$ cat src/rtl/midi_msg_decoder_if.sv
// rtl/midi_msg_decoder_if.sv - raw MIDI byte input and decoded message output bus
`ifndef MIDI_CMD_SIZE
`define MIDI_CMD_SIZE 4
`endif
`ifndef MIDI_CMD_NONE
`define MIDI_CMD_NONE 4'd0
`endif
`ifndef MIDI_CMD_NOTE_OFF
`define MIDI_CMD_NOTE_OFF 4'd1
`endif
`ifndef MIDI_CMD_NOTE_ON
`define MIDI_CMD_NOTE_ON 4'd2
`endif
`ifndef MIDI_CMD_AFTERTOUCH
`define MIDI_CMD_AFTERTOUCH 4'd3
`endif
`ifndef MIDI_CMD_CC
`define MIDI_CMD_CC 4'd4
`endif
`ifndef MIDI_CMD_PATCH_CHG
`define MIDI_CMD_PATCH_CHG 4'd5
`endif
`ifndef MIDI_CMD_CH_PRESSURE
`define MIDI_CMD_CH_PRESSURE 4'd6
`endif
`ifndef MIDI_CMD_PITCH_BEND
`define MIDI_CMD_PITCH_BEND 4'd7
`endif

interface midi_msg_decoder_if;
    logic                      data_in_rdy;
    logic [7:0]                data_in;
    logic                      midi_rdy;
    logic [`MIDI_CMD_SIZE-1:0] midi_cmd;
    logic [3:0]                midi_ch_sysn;
    logic [6:0]                midi_data0;
    logic [6:0]                midi_data1;
    logic                      msg_err;

    modport master (
        output data_in_rdy, data_in,
        input  midi_rdy, midi_cmd, midi_ch_sysn, midi_data0, midi_data1, msg_err
    );

    modport slave (
        input  data_in_rdy, data_in,
        output midi_rdy, midi_cmd, midi_ch_sysn, midi_data0, midi_data1, msg_err
    );
endinterface

$ cat src/rtl/midi_msg_decoder.sv
// rtl/midi_msg_decoder.sv - MIDI byte stream to channel-voice message decoder
`ifndef MIDI_CMD_SIZE
`define MIDI_CMD_SIZE 4
`endif
`ifndef MIDI_CMD_NONE
`define MIDI_CMD_NONE 4'd0
`endif
`ifndef MIDI_CMD_NOTE_OFF
`define MIDI_CMD_NOTE_OFF 4'd1
`endif
`ifndef MIDI_CMD_NOTE_ON
`define MIDI_CMD_NOTE_ON 4'd2
`endif
`ifndef MIDI_CMD_AFTERTOUCH
`define MIDI_CMD_AFTERTOUCH 4'd3
`endif
`ifndef MIDI_CMD_CC
`define MIDI_CMD_CC 4'd4
`endif
`ifndef MIDI_CMD_PATCH_CHG
`define MIDI_CMD_PATCH_CHG 4'd5
`endif
`ifndef MIDI_CMD_CH_PRESSURE
`define MIDI_CMD_CH_PRESSURE 4'd6
`endif
`ifndef MIDI_CMD_PITCH_BEND
`define MIDI_CMD_PITCH_BEND 4'd7
`endif

module midi_msg_decoder #(
    parameter logic [15:0] TIMEOUT_CYCLES = 16'd50000
) (
    input logic               clk,
    input logic               reset,
    midi_msg_decoder_if.slave bus
);
    typedef enum logic [1:0] {
        ST_WAIT_STATUS,
        ST_DATA0,
        ST_DATA1,
        ST_DISCARD
    } state_t;

    state_t                    state, state_n;
    logic                      rs_valid, rs_valid_n;
    logic [`MIDI_CMD_SIZE-1:0] rs_cmd, rs_cmd_n;
    logic [3:0]                rs_ch, rs_ch_n;
    logic [6:0]                d0_q, d0_n;
    logic [15:0]               tmo_cnt, tmo_cnt_n;
    logic                      emit, err;
    logic [`MIDI_CMD_SIZE-1:0] out_cmd;
    logic [6:0]                out_d0, out_d1;
    logic                      is_rt, byte_ev, in_msg;

    function automatic logic [`MIDI_CMD_SIZE-1:0] cmd_of(input logic [2:0] hi);
        case (hi)
            3'd0:    cmd_of = `MIDI_CMD_NOTE_OFF;
            3'd1:    cmd_of = `MIDI_CMD_NOTE_ON;
            3'd2:    cmd_of = `MIDI_CMD_AFTERTOUCH;
            3'd3:    cmd_of = `MIDI_CMD_CC;
            3'd4:    cmd_of = `MIDI_CMD_PATCH_CHG;
            3'd5:    cmd_of = `MIDI_CMD_CH_PRESSURE;
            default: cmd_of = `MIDI_CMD_PITCH_BEND;
        endcase
    endfunction

    function automatic logic one_data(input logic [`MIDI_CMD_SIZE-1:0] c);
        one_data = (c == `MIDI_CMD_PATCH_CHG) || (c == `MIDI_CMD_CH_PRESSURE);
    endfunction

    // Real-time bytes are invisible: they neither advance nor clear anything.
    assign is_rt   = bus.data_in_rdy && (bus.data_in >= 8'hF8);
    assign byte_ev = bus.data_in_rdy && !is_rt;
    assign in_msg  = (state == ST_DATA0) || (state == ST_DATA1);

    always_comb begin
        state_n    = state;
        rs_valid_n = rs_valid;
        rs_cmd_n   = rs_cmd;
        rs_ch_n    = rs_ch;
        d0_n       = d0_q;
        tmo_cnt_n  = tmo_cnt;
        emit       = 1'b0;
        err        = 1'b0;
        out_cmd    = rs_cmd;
        out_d0     = d0_q;
        out_d1     = 7'd0;
        if (byte_ev) begin
            tmo_cnt_n = 16'd0;
            if (bus.data_in[7]) begin
                err = in_msg;
                if (bus.data_in[7:4] == 4'hF) begin
                    rs_valid_n = 1'b0;
                    state_n    = (bus.data_in == 8'hF7) ? ST_WAIT_STATUS : ST_DISCARD;
                end else begin
                    rs_valid_n = 1'b1;
                    rs_cmd_n   = cmd_of(bus.data_in[6:4]);
                    rs_ch_n    = bus.data_in[3:0];
                    state_n    = ST_DATA0;
                end
            end else begin
                case (state)
                    ST_WAIT_STATUS, ST_DATA0: begin
                        if (rs_valid) begin
                            d0_n = bus.data_in[6:0];
                            if (one_data(rs_cmd)) begin
                                emit    = 1'b1;
                                out_d0  = bus.data_in[6:0];
                                state_n = ST_WAIT_STATUS;
                            end else begin
                                state_n = ST_DATA1;
                            end
                        end
                    end
                    ST_DATA1: begin
                        emit    = 1'b1;
                        out_d1  = bus.data_in[6:0];
                        state_n = ST_WAIT_STATUS;
                        if (rs_cmd == `MIDI_CMD_NOTE_ON && bus.data_in[6:0] == 7'd0)
                            out_cmd = `MIDI_CMD_NOTE_OFF;
                    end
                    default: ;
                endcase
            end
        end else if (!is_rt && in_msg && TIMEOUT_CYCLES != 16'd0) begin
            if (tmo_cnt == TIMEOUT_CYCLES - 16'd1) begin
                err       = 1'b1;
                state_n   = ST_WAIT_STATUS;
                tmo_cnt_n = 16'd0;
            end else begin
                tmo_cnt_n = tmo_cnt + 16'd1;
            end
        end
    end

    always_ff @(posedge clk or posedge reset) begin
        if (reset) begin
            state            <= ST_WAIT_STATUS;
            rs_valid         <= 1'b0;
            rs_cmd           <= `MIDI_CMD_NONE;
            rs_ch            <= 4'd0;
            d0_q             <= 7'd0;
            tmo_cnt          <= 16'd0;
            bus.midi_rdy     <= 1'b0;
            bus.msg_err      <= 1'b0;
            bus.midi_cmd     <= `MIDI_CMD_NONE;
            bus.midi_ch_sysn <= 4'd0;
            bus.midi_data0   <= 7'd0;
            bus.midi_data1   <= 7'd0;
        end else begin
            state        <= state_n;
            rs_valid     <= rs_valid_n;
            rs_cmd       <= rs_cmd_n;
            rs_ch        <= rs_ch_n;
            d0_q         <= d0_n;
            tmo_cnt      <= tmo_cnt_n;
            bus.midi_rdy <= emit;
            bus.msg_err  <= err;
            if (emit) begin
                bus.midi_cmd     <= out_cmd;
                bus.midi_ch_sysn <= rs_ch;
                bus.midi_data0   <= out_d0;
                bus.midi_data1   <= out_d1;
            end
        end
    end
endmodule

$ cat src/flat_wrapper.sv
// flat-port wrapper written by rule: the top's interface ports become plain ports
module midi_msg_decoder_flat 
#(
    parameter logic [15:0] TIMEOUT_CYCLES = 16'd50000
)
  (clk, reset, bus_data_in_rdy, bus_data_in, bus_midi_rdy, bus_midi_cmd, bus_midi_ch_sysn, bus_midi_data0, bus_midi_data1, bus_msg_err);
  midi_msg_decoder_if bus_i ();
  input logic clk;
  input logic reset;
  input wire logic [$bits(bus_i.data_in_rdy)-1:0] bus_data_in_rdy;
  input wire logic [$bits(bus_i.data_in)-1:0] bus_data_in;
  output wire logic [$bits(bus_i.midi_rdy)-1:0] bus_midi_rdy;
  output wire logic [$bits(bus_i.midi_cmd)-1:0] bus_midi_cmd;
  output wire logic [$bits(bus_i.midi_ch_sysn)-1:0] bus_midi_ch_sysn;
  output wire logic [$bits(bus_i.midi_data0)-1:0] bus_midi_data0;
  output wire logic [$bits(bus_i.midi_data1)-1:0] bus_midi_data1;
  output wire logic [$bits(bus_i.msg_err)-1:0] bus_msg_err;
  assign bus_i.data_in_rdy = bus_data_in_rdy;
  assign bus_i.data_in = bus_data_in;
  assign bus_midi_rdy = bus_i.midi_rdy;
  assign bus_midi_cmd = bus_i.midi_cmd;
  assign bus_midi_ch_sysn = bus_i.midi_ch_sysn;
  assign bus_midi_data0 = bus_i.midi_data0;
  assign bus_midi_data1 = bus_i.midi_data1;
  assign bus_msg_err = bus_i.msg_err;
  midi_msg_decoder #(.TIMEOUT_CYCLES(TIMEOUT_CYCLES)) u_core (.clk(clk), .reset(reset), .bus(bus_i));
endmodule
$ cat config.mk
export PLATFORM = sky130hd
export DESIGN_NAME = midi_msg_decoder_flat
export DESIGN_NICKNAME = d
export VERILOG_FILES = /design/src/rtl/midi_msg_decoder_if.sv /design/src/rtl/midi_msg_decoder.sv /design/src/flat_wrapper.sv
export SDC_FILE = /design/constraint.sdc
export NUM_CORES = 1
export LEC_CHECK = 0
export CAP_MARGIN = 10
export CORE_ASPECT_RATIO = 1.4
export CORE_MARGIN = 3
export CORE_UTILIZATION = 55
export CTS_CLUSTER_SIZE = 30
export DETAILED_ROUTE_END_ITERATION = 16
export GPL_TIMING_DRIVEN = 1
export PLACE_DENSITY = 0.79
export RECOVER_POWER = 25
export SYNTH_ARGS = -nofsm -noshare
export SYNTH_HDL_FRONTEND = slang
export SYNTH_SLANG_ARGS = --single-unit
$ cat constraint.sdc
create_clock -name clk -period 3.7 [get_ports clk]
set_clock_uncertainty 0.15 [all_clocks]
set_input_delay 0.37 -clock clk [delete_from_list [all_inputs] [get_ports clk]]
set_output_delay 0.37 -clock clk [all_outputs]
set_load 0.1 [all_outputs]
=== Yosys cells after proc, flatten, opt, wreduce, memory -nomap -nowiden ===
Index checks and enable logic that the tools add are counted.

* Add/subtract/negate cells: 1
* Muxes and demuxes: 35
* Equal/unequal tests: 15
* Bitwise gates (word level): 2
* Magnitude comparators: 1
* Reduce and logical (&&, ||, !) cells: 17

{| class="wikitable"
|+ Operators by type and width
! kind !! number
|-
| 7-bit two-way mux || 8
|-
| 16-bit two-way mux || 3
|-
| 3-bit one-hot mux with 6 select lines || 1
|-
| 16-bit by 1-bit adder with 16-bit output (second input constant) || 1
|-
| 16-bit equality test (second input constant) || 1
|-
| 2-bit two-way mux || 8
|-
| 4-bit two-way mux || 4
|-
| 1-bit two-way mux || 9
|-
| 4-bit by 3-bit equality test with 1-bit output (second input constant) || 2
|-
| 8-bit equality test (second input constant) || 1
|-
| 8-bit >= comparator (second input constant) || 1
|-
| 4-bit AND reduction || 2
|-
| 7-bit logical NOT || 1
|-
| 3-bit by 2-bit equality test with 1-bit output (second input constant) || 2
|-
| 3-bit equality test (second input constant) || 2
|-
| 4-bit by 2-bit equality test with 1-bit output (second input constant) || 1
|-
| 4-bit equality test (second input constant) || 1
|-
| 1-bit logical AND || 4
|-
| 4-bit by 3-bit inequality test with 1-bit output (second input constant) || 1
|-
| 4-bit inequality test (second input constant) || 1
|-
| 2-bit one-hot mux with 2 select lines || 1
|-
| 2-bit nonzero test || 2
|-
| 3-bit by 1-bit equality test with 1-bit output (second input constant) || 1
|-
| 3-bit logical NOT || 1
|-
| other kinds (10) || 12
|}

* Output and inout bits: 24
* Register bits after elaboration: 58
* Bits of input ports: 11

=== Depth between registers and ports, before layout ===
Gate-level depths: netlist (run 1).

* Depth in word-level cells: 7
* Mapped depth: 7
* Mapped depth without buffers: 6

=== Least setup slack after synthesis (run 1) ===
Ideal clock, no wire load.

* Path type: register to register
* From: reg u_core.state[1]
* To: reg u_core.bus.midi_data0[0]
* Period minus slack after synthesis: 2.028 ns
* Required time: 3.425 ns
* Path slack: 1.672 ns
* Cell stages (with the launch flop): 7
* Arrival: 1.753 ns
* Path buffers: 0
* Cells stage by stage: dfrtp_1 -> inv_1 -> ha_1 -> or2_2 -> nand4_1 -> mux2_2 -> mux2_2

* Longest elaborated chain between the ends: 5

{| class="wikitable"
|+ Ends and longest elaborated chain
! element !! line !! RTL
|-
| start, declared || midi_msg_decoder.sv:44 || <nowiki>state_t state, state_n;</nowiki>
|-
| start signal, assigned || midi_msg_decoder.sv:151 || <nowiki>state <= state_n;</nowiki>
|-
| 2-bit by 1-bit equality test with 1-bit output / 2-bit logical NOT (equally long branches) || midi_msg_decoder.sv:102 || <nowiki>case (state)</nowiki>
|-
| 2-bit OR reduction || midi_msg_decoder.sv:102 ||
|-
| 1-bit one-hot mux with 2 select lines / 7-bit two-way mux (equally long branches) || midi_msg_decoder.sv:102 ||
|-
| 1-bit two-way mux / 7-bit two-way mux (equally long branches) || midi_msg_decoder.sv:90 || <nowiki>if (bus.data_in[7]) begin</nowiki>
|-
| 1-bit two-way mux / 7-bit two-way mux (equally long branches) || midi_msg_decoder.sv:88 || <nowiki>if (byte_ev) begin</nowiki>
|-
| end signal, assigned || midi_msg_decoder.sv:162 || <nowiki>bus.midi_data0 <= out_d0;</nowiki>
|-
| end, declared || midi_msg_decoder_if.sv:47 || <nowiki>output midi_rdy, midi_cmd, midi_ch_sysn, midi_data0, midi_data1, msg_err</nowiki>
|}

Parallel ways exist; a longest one is shown, timed or not.
A chain may end at the register's enable or synchronous reset.

=== Final worst setup path (run 1) ===
* From: reg u_core.rs_cmd[1]
* To: reg u_core.bus.midi_cmd[2]

* Longest elaborated chain between the ends: 7

{| class="wikitable"
|+ Ends and longest elaborated chain
! element !! line !! RTL
|-
| start, declared || midi_msg_decoder.sv:46 || <nowiki>logic [`MIDI_CMD_SIZE-1:0] rs_cmd, rs_cmd_n;</nowiki>
|-
| start signal, assigned || midi_msg_decoder.sv:140 || <nowiki>rs_cmd <= `MIDI_CMD_NONE;</nowiki>
|-
| start signal, assigned || midi_msg_decoder.sv:153 || <nowiki>rs_cmd <= rs_cmd_n;</nowiki>
|-
| 4-bit by 3-bit equality test with 1-bit output (no source line) || - ||
|-
| 1-bit logical OR || midi_msg_decoder.sv:68 || <nowiki>one_data = (c == `MIDI_CMD_PATCH_CHG) || (c == `MIDI_CMD_CH_PRESSURE);</nowiki>
|-
| 1-bit two-way mux || midi_msg_decoder.sv:106 || <nowiki>if (one_data(rs_cmd)) begin</nowiki>
|-
| 1-bit two-way mux || midi_msg_decoder.sv:104 || <nowiki>if (rs_valid) begin</nowiki>
|-
| 1-bit one-hot mux with 2 select lines || midi_msg_decoder.sv:102 ||
|-
| 1-bit two-way mux || midi_msg_decoder.sv:90 ||
|-
| 1-bit two-way mux || midi_msg_decoder.sv:88 ||
|-
| end signal, assigned || midi_msg_decoder.sv:146 || <nowiki>bus.midi_cmd <= `MIDI_CMD_NONE;</nowiki>
|-
| end signal, assigned || midi_msg_decoder.sv:160 || <nowiki>bus.midi_cmd <= out_cmd;</nowiki>
|-
| end, declared || midi_msg_decoder_if.sv:47 ||
|}

Parallel ways exist; a longest one is shown, timed or not.

==> impl_metrics.csv, run 1 <==
group,metric,value,unit
run_status,status,"finished, final reports clean",
clocking,cts_buffers,5,
sta,max_freq,422,MHz
pwr,p_int,1270,uW
detailed_routing,drtIter0Drc,79,
pwr,pwr-share-clk,14.3,%
logic_synthesis,yosysTopAreaCellShare,50.8,%
sta,setup_viol,0,
finish,instances_no_fill,346,
setup_path,worst_path_largest_cell_delay,630,ps
die,die_w,65.8,um
clocking,cts_buffer_depth,2,
logic_synthesis,ys_top_cells_by_area,"dfrtp_1, mux2_2, mux2i_1",
die,die_y,89.8,um
setup_path,path_delay_family,"compound AO/OA/AOI/OAI gates",
finish,drive_gt1_share,18.0,%
sta,slew_headroom,33.4,%
clocking,root_buffer,"clkbuf_8",
min_path,hold_path.class,"register to register",
pwr,swShare,48.3,%
finish,n_antenna_cell,0,
sta,rsz0062_at_grt,"false",
die,dieArea,5910,um2
die,rows,29,
pwr,leakagePower,0.00133,uW
clocking,clk_latency,300,ps
clocking,ctsHoldBuffers,0,
clocking,clkTransAtPathRegs,100,ps
detailed_routing,dr.pass1.iters,4,
logic_synthesis,yosys.area.top_type,"dfrtp_1",
setup_path,slowest_stage,"a21oi_2",
grt,grt_pass1_vias,2009,
sta,fin_crit,2370,ps
logic_synthesis,synth_edf_count,0,
logic_synthesis,synth_fp_nets,268,
sta,setup_ws,1330,ps
pwr,p_comb_share,51.2,%
placed_design,place_ws,1030,ps
grt,antenna_found_initial,0,
detailed_routing,vias_per_cell,5.64,
flow_run,cap_violations,0,
logic_synthesis,yosysSeqAreaShare,50.8,%
die,ioPinCount,35,
clocking,cts_tree,"done",
clocking,cts.sinks,56,
sta,finalMaxSlewViolations,0,
logic_synthesis,async_flop_share,100,%
sta,min_period_over_period,64.0,%
setup_path,critPathRequiredTime,3740,ps
logic_synthesis,netlist-cell-type-count,47,
placed_design,dp.cells,339,
setup_path,startpoint_type,"register",
grt,grt_max_degree,34,
grt,grt_remaining_overflow,0,
grt,grtUsageTotal,20.9,%
grt,grt_pass1_wl,9720,um
logic_synthesis,netlist_area,2760,um2
pwr,peakVddDrop,0.000594,V
logic_synthesis,yosys_warnings,0,
sta,hold_viol_final,0,
finish,fin_nets,299,
clocking,cts-htree-levels,2,
detailed_routing,wl,5610,um
sta,holdWs,360,ps
detailed_routing,final_antenna_net_count,0,
pwr,netSwitchingPower,1190,uW
setup_path,cp.buffers_inverters,1,
finish,synthToLayoutAreaGrowth,17.5,%
setup_path,crit_chain,"xor2_1 > nand4_1 > a21oi_2 > buf_4 > mux2_2",
logic_synthesis,ys_seq_elements,56,
detailed_routing,vias,1953,
pwr,seqPwrFrac,34.5,%
die,core_area,4680,um2
logic_synthesis,avgSynthCellArea,10.9,um2
setup_path,endpoint_kind,"register",
clocking,postCtsResizedCells,0,
pwr,total_power,2460,uW
setup_path,path_max_fanout,14,
setup_path,cp.arrival,2410,ps
setup_path,critPathKind,"register to register",
setup_path,rrSetupSlack,1330,ps
detailed_routing,drc,0,
placed_design,hpwl,4190,um
clocking,cts_setup_buffers,0,
placed_design,gp_congestion,0.791,
placed_design,io_buffer_count,33,
pwr,power_density,760,nW/um2
logic_synthesis,synth_ff_type,"dfrtp_1",
sta,tightest_slew,995,ps
logic_synthesis,netlist_instances,253,
detailed_routing,wire_per_inst,16.2,um
sta,setup_tns,0,ps
die,start_util,58.9,%
-- power by group through the flow --
stage	clock network (uW)	registers (uW)	logic (uW)
detailed placement	0	864	1270
CTS	361	853	1270
global placement	0	862	1250
floorplan	0	1570	269
global route	384	872	1320
finish	352	850	1260
-- per-stage QoR --
step,util [%],instance area [um2]
after CTS,69.2,3240
after global routing,69.2,3240
after global placement,67.1,3140
final,69.2,3240
after floorplan,-,2760
after detailed placement,67.1,3140
-- routing by layer --
layer,GRT usage (%),routed length (um),vias to the layer above
met2,34.1,2980,28
met5,0,0,-
met4,7.44,104,0
li1,-,-,958
met1,27.3,2360,960
met3,3.99,157,7
-- registers in the layout, summed over array words and instances (netlist names) --
signal / count
u_core.bus.midi_ch_sysn: 4
u_core.bus.midi_cmd: 3
u_core.bus.midi_data0: 7
u_core.bus.midi_data1: 7
u_core.bus.midi_rdy: 1
u_core.bus.msg_err: 1
u_core.d0_q: 7
u_core.rs_ch: 4
u_core.rs_cmd: 3
u_core.rs_valid: 1
u_core.state: 2
u_core.tmo_cnt: 16
-- kinds of logic after synthesis --
family          after synthesis  share of synthesized area [%]
compound gates               44                           9.81
flops                        56                           50.8
xor+xnor                      8                           2.54
simple gates                 73                           15.0
mux                          40                           15.9
fa+ha+maj                     4                           1.82
buf+inv                      27                           3.95
other cells                   1                          0.136
-- placed cells by master, fill, tap and decap left out, types with 2 or more instances in the layout --
cell,synthesis,final
a21oi_2,1,2
inv_1,14,14
dfrtp_1,56,56
mux2_2,31,31
ha_1,4,4
o22ai_1,3,3
nor3b_1,2,2
buf_4,1,4
nand2_1,23,23
a21oi_1,14,13
nor2_1,9,9
or3_1,2,2
o21ai_0,10,10
o211ai_1,2,2
clkdlybuf4s50_1,0,32
nand3_1,4,4
nor4b_1,2,2
o31ai_1,5,5
and4_1,2,2
and2_1,3,3
mux2i_1,9,9
nor2b_1,2,2
xor2_1,5,5
clkbuf_8,0,7
or4_1,5,5
a211oi_1,3,3
nand2b_1,2,2
nand4_1,6,6
xnor2_1,3,3
-- worst register-to-register path: stages (launching register included) --
cell	delay, ps
dfrtp_1	430
xor2_1	260
nand4_1	150
a21oi_2	630
buf_4	280
mux2_2	340
-- final timing paths --
kind	from	depth (start not counted)	end
setup / recovery	u_core.rs_cmd[1]$_DFFE_PP0P_	5	u_core.bus.midi_cmd[2]$_DFFE_PP0P_
hold / removal	u_core.rs_ch[3]$_DFFE_PP0P_	1	u_core.bus.midi_ch_sysn[3]$_DFFE_PP0P_
setup reg to reg	u_core.rs_cmd[1]$_DFFE_PP0P_	5	u_core.bus.midi_cmd[2]$_DFFE_PP0P_
hold reg to reg	u_core.rs_ch[3]$_DFFE_PP0P_	1	u_core.bus.midi_ch_sysn[3]$_DFFE_PP0P_
max in group asynchronous	reset	3	u_core.d0_q[5]$_DFFE_PP0P_
min in group asynchronous	reset	2	u_core.tmo_cnt[4]$_DFFE_PP0P_
-- Yosys cell counts, types with 2 or more instances --
cell       n
dfrtp_1   56
mux2_2    31
nand2_1   23
a21oi_1   14
inv_1     14
o21ai_0   10
clkbuf_1   9
mux2i_1    9
nor2_1     9
nand4_1    6
o31ai_1    5
or4_1      5
xor2_1     5
ha_1       4
nand3_1    4
a211oi_1   3
and2_1     3
buf_2      3
o22ai_1    3
xnor2_1    3
and4_1     2
nand2b_1   2
nor2b_1    2
nor3b_1    2
nor4b_1    2
o211ai_1   2
or3_1      2
-- area by class of cell --
class | count | area, um2
clock buffer | 7 | 96.3
fill | 345 | 1440
inverter | 14 | 52.6
multi-input combinational | 170 | 1250
sequential | 56 | 1400
tap | 62 | 77.6
timing repair buffer | 37 | 360
No activity file was read; power rests on OpenSTA's default activity.
==> run 2, diff against run 1 <==
CORE_UTILIZATION = 50   (was 55)
PLACE_DENSITY = 0.76   (was 0.79)
clock period = 2.1 ns   (was 3.7 ns; I/O delays follow)
==> impl_metrics.csv, run 2 (synthesis results as in run 1) <==
group,metric,value,unit
run_status,status,"finished, final reports clean",
die,die_w,68.8,um
finish,mostFrequentLayoutCell,"buf_4",
finish,regMostFlops,"u_core.tmo_cnt",
finish,fill_cells,411,
detailed_routing,dr.pass1.iters,4,
flow_run,cap_violations,0,
setup_path,cp.arrival,2130,ps
detailed_routing,vias,2080,
clocking,cts.sinks,56,
finish,largest_reg_flops,16,
clocking,clk_latency,310,ps
grt,grt_pass1_vias,2158,
finish,drive_gt1_share,34.3,%
sta,min_period_over_period,96.7,%
setup_path,endpoint_kind,"register",
sta,finalMaxSlewViolations,0,
clocking,cts_buffer_depth,2,
finish,register_area,1400,um2
clocking,cts-htree-levels,2,
detailed_routing,wire_per_inst,15.5,um
setup_path,r2r-start,"u_core.tmo_cnt[8]$_DFFE_PP0P_",
die,ioPinCount,35,
setup_path,worst_path_largest_cell_delay,680,ps
detailed_routing,final_antenna_net_count,0,
setup_path,startpoint_type,"register",
setup_path,slowest_stage,"or4_1",
setup_path,crit_end,"u_core.tmo_cnt[15]$_DFFE_PP0P_",
sta,max_freq,493,MHz
placed_design,io_buffer_count,33,
setup_path,crit_start,"u_core.tmo_cnt[8]$_DFFE_PP0P_",
grt,antenna_found_initial,0,
finish,fin_nets,332,
setup_path,critPathKind,"register to register",
finish,multi_input_area,1260,um2
grt,grtUsageTotal,20.4,%
grt,grt_pass1_wl,9950,um
min_path,hold_path.class,"input pin to asynchronous set/reset pin",
sta,fin_crit,2030,ps
finish,synthToLayoutAreaGrowth,25.6,%
setup_path,r2r_end,"u_core.tmo_cnt[15]$_DFFE_PP0P_",
die,start_util,52.6,%
grt,grt_remaining_overflow,0,
setup_path,rr_worst_depth,4,
die,die_y,93.9,um
detailed_routing,drc,0,
detailed_routing,drtIter0Drc,106,
setup_path,critPathRequiredTime,2200,ps
detailed_routing,vias_per_cell,5.42,
die,dieArea,6450,um2
clocking,clkTransAtPathRegs,110,ps
finish,n_antenna_cell,0,
pwr,power_density,1260,nW/um2
setup_path,path_max_fanout,10,
finish,final_cell_mix,"buf_4, dfrtp_1, mux2_2, nand2_1, inv_1",
placed_design,gp_congestion,0.806,
finish,utilization,66.1,%
setup_path,crit_chain,"nand2_1 > or4_1 > or4_4 > a21oi_2",
pwr,leakagePower,0.00153,uW
sta,hold_viol_final,0,
die,rows,31,
clocking,cts_tree,"done",
grt,grt_max_degree,40,
sta,setup_viol,0,
placed_design,dp.cells,375,
clocking,cts_buffers,5,
detailed_routing,wl,5950,um
pwr,peakVddDrop,0.00142,V
clocking,ctsHoldBuffers,0,
setup_path,rrSetupSlack,70,ps
sta,tightest_slew,729,ps
finish,instances_no_fill,384,
placed_design,hpwl,4530,um
clocking,root_buffer,"clkbuf_8",
die,core_area,5240,um2
sta,slew_headroom,51.3,%
## run 2: cell count changes in the layout (fill, tap and decap cells not counted), sizes merged
cell and delta:
buf +55, inv +2, clkinv +1, clkdlybuf4s50 -23, clkbuf -1
## run 2: critical path: cells and delay by family (launching register included)
family,cells,cell delay (ps)
compound gates,1,140
flops,1,370
simple gates,3,1310
## run 2: repair_timing
| action | CTS | global route |
|---|---|---|
| resized for setup | 0 | 2 |
| setup buffers | 1 | 0 |
| endpoints found under the setup margin | 8 | 10 |
## run 2: layer usage
| metal | global-route usage, % | routed length, um |
|---|---|---|
| met1 | 24.9 | 2520 |
| met2 | 35.5 | 3170 |
| met3 | 3.59 | 177 |
| met4 | 6.50 | 87 |
| met5 | 0 | 0 |
## run 2: worst min-delay path by stage
stage                                          start                              endpoint
final                                          reset         u_core.bus.midi_rdy$_DFF_PP0_
after CTS                                      reset         u_core.bus.midi_rdy$_DFF_PP0_
after global routing                           reset         u_core.bus.midi_rdy$_DFF_PP0_
after detailed placement  u_core.d0_q[6]$_DFFE_PP0P_            u_core.d0_q[6]$_DFFE_PP0P_
after floorplan                       bus_data_in[0]  u_core.bus.midi_data1[0]$_DFFE_PP0P_
after global placement    u_core.d0_q[0]$_DFFE_PP0P_            u_core.d0_q[0]$_DFFE_PP0P_
## run 2: power breakdown
group / switching (uW) / internal (uW)
Clock: 381 / 247
Sequential: 153 / 1350
Combinational: 1630 / 586
## run 2: cell type report
| cell class | count | area share (%) |
|---|---|---|
| Clock inverter | 3 | 0.759 |
| Sequential cell | 56 | 40.5 |
| Tap cell | 66 | 2.38 |
| Clock buffer | 5 | 1.99 |
| Multi-Input combinational cell | 170 | 36.3 |
| Timing Repair Buffer | 70 | 16.6 |
| Inverter | 14 | 1.52 |
## run 2: stage by stage
stage	worst slack, ps	instance area (um2)	hold slack (ps)	power (uW)	TNS, ps
2_1_floorplan	71.6	2760	198	3230	0
3_3_place_gp	14.2	3370	337	3710	0
3_5_place_dp	-21.6	3370	342	3750	-65.9
4_1_cts	22.7	3470	74.9	4370	0
5_1_grt	-1.86	3460	365	4530	-1.86
6_report	70.3	3460	295	4350	0
